## config.mk

```make
export PLATFORM = sky130hd
export DESIGN_NAME = bundle_fetch_queue_flat
export DESIGN_NICKNAME = d
export VERILOG_FILES = /design/src/rtl/bundle_fetch_queue_if.sv /design/src/rtl/bundle_fetch_queue.sv /design/src/flat_wrapper.sv
export SDC_FILE = /design/constraint.sdc
export NUM_CORES = 1
export LEC_CHECK = 0
export ABC_AREA = 1
export BUFFER_PORTS_ARGS = -buffer_cell sky130_fd_sc_hd__clkbuf_2
export CORE_MARGIN = 5
export CORE_UTILIZATION = 35
export DETAILED_ROUTE_END_ITERATION = 8
export GPL_TIMING_DRIVEN = 0
export MAX_ROUTING_LAYER = met4
export PLACE_DENSITY = 0.63
export SETUP_SLACK_MARGIN = 0.4
export SLEW_MARGIN = 20
export SYNTH_ARGS = -nofsm -noshare
export SYNTH_HDL_FRONTEND = slang
export SYNTH_SLANG_ARGS = --single-unit
```

## constraint.sdc

```tcl
create_clock -name clk -period 23.7 [get_ports clk]
set_input_delay 4.74 -clock clk [delete_from_list [all_inputs] [get_ports clk]]
set_output_delay 4.74 -clock clk [all_outputs]
set_load 0.005 [all_outputs]
```

## src/rtl/bundle_fetch_queue_if.sv

```systemverilog
// Fetch-queue port bundle: memory fetch path, hazard/redirect controls and per-slot head bundle.
// master = fetch queue side, slave = memory/decode/branch environment.
interface bundle_fetch_queue_if #(
  parameter int unsigned DEPTH = 4
);
  logic [31:0]             mem_pc_out;
  logic [127:0]            mem_bundle_in;
  logic                    stall;
  logic                    branch_taken;
  logic [31:0]             new_pc;
  logic                    bundle_valid;
  logic [31:0]             bundle_pc;
  logic [31:0]             ixu1_inst;
  logic [31:0]             ixu2_inst;
  logic [31:0]             lsu_inst;
  logic [31:0]             branch_inst;
  logic                    squash;
  logic [$clog2(DEPTH):0]  occupancy;

  modport master (
    output mem_pc_out, bundle_valid, bundle_pc, ixu1_inst, ixu2_inst, lsu_inst,
           branch_inst, squash, occupancy,
    input  mem_bundle_in, stall, branch_taken, new_pc
  );

  modport slave (
    input  mem_pc_out, bundle_valid, bundle_pc, ixu1_inst, ixu2_inst, lsu_inst,
           branch_inst, squash, occupancy,
    output mem_bundle_in, stall, branch_taken, new_pc
  );
endinterface

```

## src/rtl/bundle_fetch_queue.sv

```systemverilog
// VLIW fetch front end: owns fetch PC, queues {pc, bundle} entries, head shown 1 cycle after fetch when empty.
// Stall holds the head while fetch continues until full; redirect flushes the queue and pulses squash next cycle.
module bundle_fetch_queue #(
  parameter int unsigned DEPTH    = 4,
  parameter logic [31:0] RESET_PC = 32'h0000_0000,
  parameter logic [31:0] NOP_INST = 32'h0000_0013
) (
  input logic                  clk,
  input logic                  rst,
  bundle_fetch_queue_if.master bus
);
  localparam int unsigned AW = $clog2(DEPTH);
  localparam int unsigned CW = AW + 1;

  typedef struct packed {
    logic [31:0]  pc;
    logic [127:0] bundle;
  } entry_t;

  entry_t        entry_q [DEPTH];
  logic [AW-1:0] wr_ptr_q, wr_ptr_d;
  logic [AW-1:0] rd_ptr_q, rd_ptr_d;
  logic [CW-1:0] count_q, count_d;
  logic [31:0]   fetch_pc_q, fetch_pc_d;
  logic          squash_q, squash_d;
  logic          head_vld;
  logic          full;
  logic          push;
  logic          pop;
  entry_t        head;

  always_comb begin
    head_vld = (count_q != '0);
    full     = (count_q == CW'(DEPTH));
    pop      = head_vld && !bus.stall && !bus.branch_taken;
    // A full queue can still accept a fetch when the head leaves in the same cycle.
    push     = !bus.branch_taken && (!full || pop);
  end

  always_comb begin
    wr_ptr_d   = wr_ptr_q;
    rd_ptr_d   = rd_ptr_q;
    count_d    = count_q;
    fetch_pc_d = fetch_pc_q;
    squash_d   = 1'b0;
    if (bus.branch_taken) begin
      wr_ptr_d   = '0;
      rd_ptr_d   = '0;
      count_d    = '0;
      fetch_pc_d = {bus.new_pc[31:4], 4'h0};
      squash_d   = 1'b1;
    end else begin
      if (push) begin
        wr_ptr_d   = wr_ptr_q + AW'(1);
        fetch_pc_d = fetch_pc_q + 32'd16;
      end
      if (pop) begin
        rd_ptr_d = rd_ptr_q + AW'(1);
      end
      case ({push, pop})
        2'b10:   count_d = count_q + CW'(1);
        2'b01:   count_d = count_q - CW'(1);
        default: count_d = count_q;
      endcase
    end
  end

  always_ff @(posedge clk) begin
    if (rst) begin
      wr_ptr_q   <= '0;
      rd_ptr_q   <= '0;
      count_q    <= '0;
      fetch_pc_q <= RESET_PC;
      squash_q   <= 1'b0;
    end else begin
      wr_ptr_q   <= wr_ptr_d;
      rd_ptr_q   <= rd_ptr_d;
      count_q    <= count_d;
      fetch_pc_q <= fetch_pc_d;
      squash_q   <= squash_d;
    end
  end

  // Storage needs no reset: nothing is visible unless count says the slot is live.
  always_ff @(posedge clk) begin
    if (!rst && push) begin
      entry_q[wr_ptr_q] <= '{pc: fetch_pc_q, bundle: bus.mem_bundle_in};
    end
  end

  assign head = entry_q[rd_ptr_q];

  assign bus.mem_pc_out   = fetch_pc_q;
  assign bus.bundle_valid = head_vld;
  assign bus.bundle_pc    = head_vld ? head.pc : 32'h0;
  assign bus.ixu1_inst    = head_vld ? head.bundle[31:0]   : NOP_INST;
  assign bus.ixu2_inst    = head_vld ? head.bundle[63:32]  : NOP_INST;
  assign bus.lsu_inst     = head_vld ? head.bundle[95:64]  : NOP_INST;
  assign bus.branch_inst  = head_vld ? head.bundle[127:96] : NOP_INST;
  assign bus.squash       = squash_q;
  assign bus.occupancy    = count_q;
endmodule

```

## src/flat_wrapper.sv

```systemverilog
// flat-port wrapper written by rule: the top's interface ports become plain ports
module bundle_fetch_queue_flat 
#(
  parameter int unsigned DEPTH    = 4,
  parameter logic [31:0] RESET_PC = 32'h0000_0000,
  parameter logic [31:0] NOP_INST = 32'h0000_0013
)
  (clk, rst, bus_mem_pc_out, bus_bundle_valid, bus_bundle_pc, bus_ixu1_inst, bus_ixu2_inst, bus_lsu_inst, bus_branch_inst, bus_squash, bus_occupancy, bus_mem_bundle_in, bus_stall, bus_branch_taken, bus_new_pc);
  bundle_fetch_queue_if #(.DEPTH(DEPTH)) bus_i ();
  input logic clk;
  input logic rst;
  output wire logic [$bits(bus_i.mem_pc_out)-1:0] bus_mem_pc_out;
  output wire logic [$bits(bus_i.bundle_valid)-1:0] bus_bundle_valid;
  output wire logic [$bits(bus_i.bundle_pc)-1:0] bus_bundle_pc;
  output wire logic [$bits(bus_i.ixu1_inst)-1:0] bus_ixu1_inst;
  output wire logic [$bits(bus_i.ixu2_inst)-1:0] bus_ixu2_inst;
  output wire logic [$bits(bus_i.lsu_inst)-1:0] bus_lsu_inst;
  output wire logic [$bits(bus_i.branch_inst)-1:0] bus_branch_inst;
  output wire logic [$bits(bus_i.squash)-1:0] bus_squash;
  output wire logic [$bits(bus_i.occupancy)-1:0] bus_occupancy;
  input wire logic [$bits(bus_i.mem_bundle_in)-1:0] bus_mem_bundle_in;
  input wire logic [$bits(bus_i.stall)-1:0] bus_stall;
  input wire logic [$bits(bus_i.branch_taken)-1:0] bus_branch_taken;
  input wire logic [$bits(bus_i.new_pc)-1:0] bus_new_pc;
  assign bus_mem_pc_out = bus_i.mem_pc_out;
  assign bus_bundle_valid = bus_i.bundle_valid;
  assign bus_bundle_pc = bus_i.bundle_pc;
  assign bus_ixu1_inst = bus_i.ixu1_inst;
  assign bus_ixu2_inst = bus_i.ixu2_inst;
  assign bus_lsu_inst = bus_i.lsu_inst;
  assign bus_branch_inst = bus_i.branch_inst;
  assign bus_squash = bus_i.squash;
  assign bus_occupancy = bus_i.occupancy;
  assign bus_i.mem_bundle_in = bus_mem_bundle_in;
  assign bus_i.stall = bus_stall;
  assign bus_i.branch_taken = bus_branch_taken;
  assign bus_i.new_pc = bus_new_pc;
  bundle_fetch_queue #(.DEPTH(DEPTH), .RESET_PC(RESET_PC), .NOP_INST(NOP_INST)) u_core (.clk(clk), .rst(rst), .bus(bus_i));
endmodule
```

==> impl_metrics.env, run 1 <==
export IMPL_register_area_mm2=0.0195
export IMPL_area_delta_synth_final_pct=23.2
export IMPL_combPwrFrac=0.048
export IMPL_vias=18100
export IMPL_setup_violations=0
export IMPL_hold_path_class="reg2reg"
export IMPL_routedWlPerCell_um=20.2
export IMPL_dp_cells=3543
export IMPL_hold_viol=0
export IMPL_wirelength_um=74400
export IMPL_firstDrtPassIters=7
export IMPL_seqPwrFrac=0.519
export IMPL_met3_usage=0.0519
export IMPL_cts_tree="yes"
export IMPL_dieWidth_um=284
export IMPL_grt_pass1_vias=17700
export IMPL_num_rows=100
export IMPL_grt_util_all_layers=0.185
export IMPL_r2r_slack_ns=20.41
export IMPL_p_sw_mw=0.548
export IMPL_ff2ff_path_depth=11
export IMPL_gp_congestion=0.878
export IMPL_r2r_start="u_core.bus.occupancy[0]$_SDFFE_PP0P_"
export IMPL_synth_area_mm2=0.0263
export IMPL_max_freq_mhz=120
export IMPL_powerDensity_mw_per_mm2=78.3
export IMPL_worstSetupEndpointType="primary output"
export IMPL_grt_max_degree=25
export IMPL_finalSetupTns_ns=0
export IMPL_hpwl_um=50600
export IMPL_skew_ns=0.0228
export IMPL_synth_seq_cells=662
export IMPL_use_met2=0.297
export IMPL_grt_overflow_total=0
export IMPL_worst_pin_slew_ns=1.21
export IMPL_maxSlewHeadroom=0.193
export IMPL_final_max_slew_violation_count=0
export IMPL_cts_buffers=72
export IMPL_postCtsSetupRepairBufs=0
export IMPL_startpoint_type="flop"
export IMPL_rsz0062_at_grt="false"
export IMPL_clock_path_buffers=3
export IMPL_synth_cell_types=36
export IMPL_drive_above_1_share=0.204
export IMPL_core_region_area_mm2=0.0744
export IMPL_die_y_um=284
export IMPL_critPathRequiredTime_ns=18.96
export IMPL_maxCapViolations=0
export IMPL_grt_pass1_wl_um=111000
export IMPL_hold_depth=1
export IMPL_drtAntennaViolNets=0
export IMPL_critPathArrivalTime_ns=3.56
export IMPL_cts_hold_buf=0
export IMPL_viasPerCell=4.92
export IMPL_path_clk_slew_ns=0.07
export IMPL_final_cells=3685
export IMPL_n_fill_cell=6829
export IMPL_fin_nets=2819
export IMPL_use_met1=0.230
export IMPL_ys_seq_area_frac=0.742
export IMPL_top_usage_layer="met2"
export IMPL_htreeDepth=3
export IMPL_sw_frac_of_total=0.216
export IMPL_avgSynthCellArea_um2=12.0
export IMPL_critPathMaxFanout=10
export IMPL_vdd_ir_drop_max_v=0.0000463
export IMPL_clkPwrFrac=0.433
export IMPL_drtIter0Drc=1355
export IMPL_finalCritPeriodShare=0.350
export IMPL_clock_latency_ns=0.60
export IMPL_r2r_end="u_core.entry_q[0][92]$_DFFE_PP_"
export IMPL_syn_inst=2187
export IMPL_drc=0
export IMPL_multi_input_area_mm2=0.00603
export IMPL_postCtsResizedCells=0
export IMPL_leakagePower_nw=11.8
export IMPL_io_buffer_count=347
export IMPL_antenna_found_initial=12
export IMPL_root_buffer="clkbuf_16"
export IMPL_criticalPathCategory="reg2out"
export IMPL_cp_startpoint="u_core.bus.occupancy[0]$_SDFFE_PP0P_"
export IMPL_finalCriticalPeriod_ns=8.30
export IMPL_clock_sinks=662
export IMPL_min_to="u_core.rd_ptr_q[0]$_SDFFE_PP0P_"
export IMPL_synth_warnings=0
export IMPL_die_area_mm2=0.0807
export IMPL_io_pins=361
export IMPL_initial_utilization=0.353
export IMPL_status="finished clean"
export IMPL_internal_power_mw=1.99
export IMPL_hold_start="u_core.rd_ptr_q[0]$_SDFFE_PP0P_"
[stage by stage]
stage	worst slack, ns	util	cell area, µm²	hold slack (ns)	total power [mW]
after floorplan	11.04	-	26300	0.444	1.39
after CTS	15.29	0.435	32400	0.498	2.56
final	15.40	0.435	32400	0.498	2.53
after global routing	15.18	0.435	32400	0.510	2.62
after global placement	4.91	0.393	29300	0.456	1.46
after detailed placement	15.90	0.404	30000	0.487	1.46
[registers in the layout (all words and copies together) (netlist names), named ones only]
name	flops
u_core.wr_ptr_q	2
u_core.rd_ptr_q	2
u_core.bus.squash	1
u_core.bus.mem_pc_out	28
u_core.bus.occupancy	3
u_core.entry_q	624
[synthesized netlist by cell type, drive strengths merged]
cell / count / area share
o311ai: 12 / 0.0040
conb: 1 / 0.00014
xnor2: 4 / 0.0013
a31oi: 7 / 0.0017
buf: 56 / 0.012
or2: 1 / 0.00024
nor2: 667 / 0.096
edfxtp: 624 / 0.71
nor2b: 1 / 0.00024
clkinv: 1 / 0.00019
inv: 53 / 0.0078
nand3b: 1 / 0.00029
o21ai: 323 / 0.062
ha: 7 / 0.0033
a21oi: 172 / 0.033
xor2: 3 / 0.0010
nand2: 87 / 0.013
nand3: 27 / 0.0051
clkbuf: 78 / 0.011
nand4: 5 / 0.0012
a22oi: 12 / 0.0034
nor3b: 1 / 0.00029
dfxtp: 38 / 0.029
nor3: 6 / 0.0011
[worst max path at each step]
stage | slack [ns] | to | cells after the start
final | 15.40 | bus_bundle_pc[4] | 8
after global routing | 15.18 | bus_bundle_pc[4] | 8
after CTS | 15.29 | bus_bundle_pc[4] | 8
after detailed placement | 15.90 | u_core.entry_q[0][86]$_DFFE_PP_ | 10
after global placement | 4.91 | u_core.entry_q[1][79]$_DFFE_PP_ | 6
after floorplan | 11.04 | u_core.entry_q[0][0]$_DFFE_PP_ | 6
[metal layers]
metal / part of all wire / up-vias
li1: - / 8681
met1: 0.41 / 8689
met2: 0.48 / 645
met3: 0.084 / 106
met4: 0.025 / 0
met5: 0 / -
[layout make-up]
cell class | count | share of cell area
Timing Repair Buffer | 380 | 0.0771
Antenna cell | 11 | 0.000850
Buffer | 134 | 0.0185
Inverter | 54 | 0.00645
Sequential cell | 662 | 0.602
Clock inverter | 49 | 0.0145
Multi-Input combinational cell | 1344 | 0.186
Tap cell | 969 | 0.0374
Clock buffer | 82 | 0.0568
[power groups by stage]
stage	Sequential (mW)	Clock (mW)	Combinational [mW]
floorplan	1.34	0	0.0502
global placement	1.35	0	0.114
detailed placement	1.34	0	0.123
CTS	1.31	1.12	0.124
global route	1.32	1.17	0.135
finish	1.32	1.10	0.122
[cell families (layout without fill, tap and decap cells)]
family                   count (synthesis)  count (layout)  share of synthesized area
AO/OA/AOI/OAI                          526             526                      0.104
AND/OR/NAND/NOR                        796             796                      0.118
adder cells (fa/ha/maj)                  7               7                    0.00333
other                                    1              19                   0.000143
XOR/XNOR                                 7               7                    0.00233
flip-flops                             662             662                      0.742
buffers and inverters                  188             699                     0.0308
[cell usage in the layout, fill, tap and decap left out, drive strengths merged]
| cell type | count |
|---|---|
| a21oi | 172 |
| a22oi | 12 |
| a31oi | 7 |
| buf | 89 |
| bufinv | 7 |
| clkbuf | 507 |
| clkinv | 30 |
| clkinvlp | 3 |
| conb | 8 |
| dfxtp | 38 |
| diode | 11 |
| edfxtp | 624 |
| ha | 7 |
| inv | 63 |
| nand2 | 87 |
| nand3 | 27 |
| nand3b | 1 |
| nand4 | 5 |
| nor2 | 667 |
| nor2b | 1 |
| nor3 | 6 |
| nor3b | 1 |
| o21ai | 323 |
| o311ai | 12 |
| or2 | 1 |
| xnor2 | 4 |
| xor2 | 3 |
[critical path, cell delays in order, from the launching register on]
cell      delay [ns]
dfxtp_1         0.33
inv_1           0.09
ha_1            0.17
nand2_1         0.26
inv_2           0.43
clkbuf_1        0.74
buf_1           0.54
a21oi_1         0.21
clkbuf_2        0.17
(Power assumes the default switching activity.)
==> run 2: changes to the inputs <==
- PLACE_DENSITY: 0.63 -> 0.65
- clock period: 23.7 -> 7.5 ns (I/O delays scaled with it)
==> impl_metrics.env, run 2 (same netlist as run 1, synthesis figures left out) <==
export IMPL_clock_latency_ns=0.61
export IMPL_largest_reg_flops=624
export IMPL_maxSlewHeadroom=0.346
export IMPL_io_pins=361
export IMPL_drc=0
export IMPL_powerDensity_mw_per_mm2=248
export IMPL_internal_power_mw=6.33
export IMPL_grt_pass1_wl_um=111000
export IMPL_skew_ns=0.0201
export IMPL_io_buffer_count=347
export IMPL_hold_path_class="reg2reg"
export IMPL_maxCapViolations=0
export IMPL_final_max_slew_violation_count=0
export IMPL_num_rows=100
export IMPL_gp_congestion=0.850
export IMPL_grt_max_degree=25
export IMPL_drive_above_1_share=0.205
export IMPL_max_freq_mhz=201
export IMPL_criticalPathCategory="reg2out"
export IMPL_final_cells=3690
export IMPL_postLayoutCellArea_mm2=0.0325
export IMPL_clock_sinks=662
export IMPL_routedWlPerCell_um=20.4
export IMPL_grt_overflow_total=0
export IMPL_worst_pin_slew_ns=0.980
export IMPL_n_fill_cell=6777
export IMPL_clock_path_buffers=3
export IMPL_drtIter0Drc=1345
export IMPL_top_usage_layer="met2"
export IMPL_root_buffer="clkbuf_16"
export IMPL_status="finished clean"
export IMPL_rsz0062_at_grt="false"
export IMPL_hold_viol=0
export IMPL_cp_startpoint="u_core.bus.occupancy[0]$_SDFFE_PP0P_"
export IMPL_postCtsSetupRepairBufs=0
export IMPL_met3_usage=0.0590
export IMPL_clkPwrFrac=0.437
export IMPL_postCtsResizedCells=0
export IMPL_die_y_um=284
export IMPL_startpoint_type="flop"
export IMPL_fin_nets=2820
export IMPL_leakagePower_nw=11.8
export IMPL_use_met2=0.295
export IMPL_critPathMaxFanout=10
export IMPL_final_common_cell="nor2_1"
export IMPL_vias=18300
export IMPL_drtAntennaViolNets=0
export IMPL_regMostFlops="u_core.entry_q"
export IMPL_hold_start="u_core.rd_ptr_q[0]$_SDFFE_PP0P_"
export IMPL_grt_pass1_vias=18100
export IMPL_finalCriticalPeriod_ns=4.97
export IMPL_grt_util_all_layers=0.186
export IMPL_combPwrFrac=0.048
export IMPL_setup_violations=0
export IMPL_viasPerCell=4.95
export IMPL_htreeDepth=3
export IMPL_layout_cells_most_common_list="657 x nor2_1, 624 x edfxtp_1, 349 x clkbuf_2, 320 x o21ai_0, 171 x a21oi_1"
export IMPL_cts_hold_buf=0
export IMPL_firstDrtPassIters=5
export IMPL_wirelength_um=75200
export IMPL_die_area_mm2=0.0807
export IMPL_vdd_ir_drop_max_v=0.000179
export IMPL_worstSetupEndpointType="primary output"
export IMPL_initial_utilization=0.353
export IMPL_dp_cells=3544
export IMPL_core_region_area_mm2=0.0744
export IMPL_r2r_start="u_core.bus.occupancy[0]$_SDFFE_PP0P_"
export IMPL_hpwl_um=51500
export IMPL_p_sw_mw=1.75
export IMPL_placed_cell_area_mm2=0.0301
export IMPL_finalCritPeriodShare=0.662
export IMPL_sw_frac_of_total=0.217
export IMPL_use_met1=0.229
export IMPL_area_delta_synth_final_pct=23.8
export IMPL_cts_tree="yes"
export IMPL_path_clk_slew_ns=0.06
export IMPL_antenna_found_initial=17
export IMPL_dieWidth_um=284
export IMPL_seqPwrFrac=0.515
export IMPL_critPathArrivalTime_ns=3.47
export IMPL_cts_buffers=72
export IMPL_critPathRequiredTime_ns=6.00
run 2: final timing paths:
kind	cells past startpoint	end	slack, ns
setup reg to reg	11	u_core.entry_q[3][86]$_DFFE_PP_	4.20
setup / recovery	8	bus_bundle_pc[18]	2.53
hold reg to reg	1	u_core.rd_ptr_q[0]$_SDFFE_PP0P_	0.48
hold / removal	1	u_core.rd_ptr_q[0]$_SDFFE_PP0P_	0.48
run 2: power by group through the flow:
stage | Sequential, mW | Clock, mW | Combinational (mW)
after floorplan | 4.24 | 0 | 0.159
after global placement | 4.26 | 0 | 0.359
after detailed placement | 4.23 | 0 | 0.390
after CTS | 4.16 | 3.61 | 0.392
after global routing | 4.16 | 3.76 | 0.429
final | 4.16 | 3.53 | 0.388
run 2: through the flow:
step                      total power [mW]  hold WS [ns]  worst slack (ns)   util  TNS (ns)
final                                 8.08         0.478              2.53  0.437         0
after global routing                  8.35         0.505              2.30  0.437         0
after CTS                             8.15         0.479              2.33  0.436         0
after detailed placement              4.62         0.472              2.94  0.405         0
after global placement                4.62         0.458             -7.94  0.393  -4914.79
after floorplan                       4.40         0.444             -1.92      -  -1198.77
run 2: layout make-up:
type                       instances  area, µm²  area share
multi-input combinational       1344       6030       0.185
clock inverter                    44        520      0.0160
clock buffer                      85       1850      0.0569
buffer                           134        603      0.0185
tap                              969       1210      0.0373
antenna                           17       42.5     0.00131
inverter                          54        209     0.00642
timing repair buffer             381       2570      0.0789
sequential                       662      19500       0.599
run 2: per-layer routing:
layer,vias up,share of wire
met1,8785,0.41
li1,8682,-
met2,699,0.47
met3,110,0.091
met4,0,0.027
met5,-,0
run 2: worst max-delay path, stage by stage, from the launching register on:
cell	delay, ns
dfxtp_1	0.32
inv_1	0.09
ha_1	0.17
nand2_1	0.26
inv_2	0.41
clkbuf_1	0.69
buf_1	0.52
a21oi_1	0.21
clkbuf_2	0.17
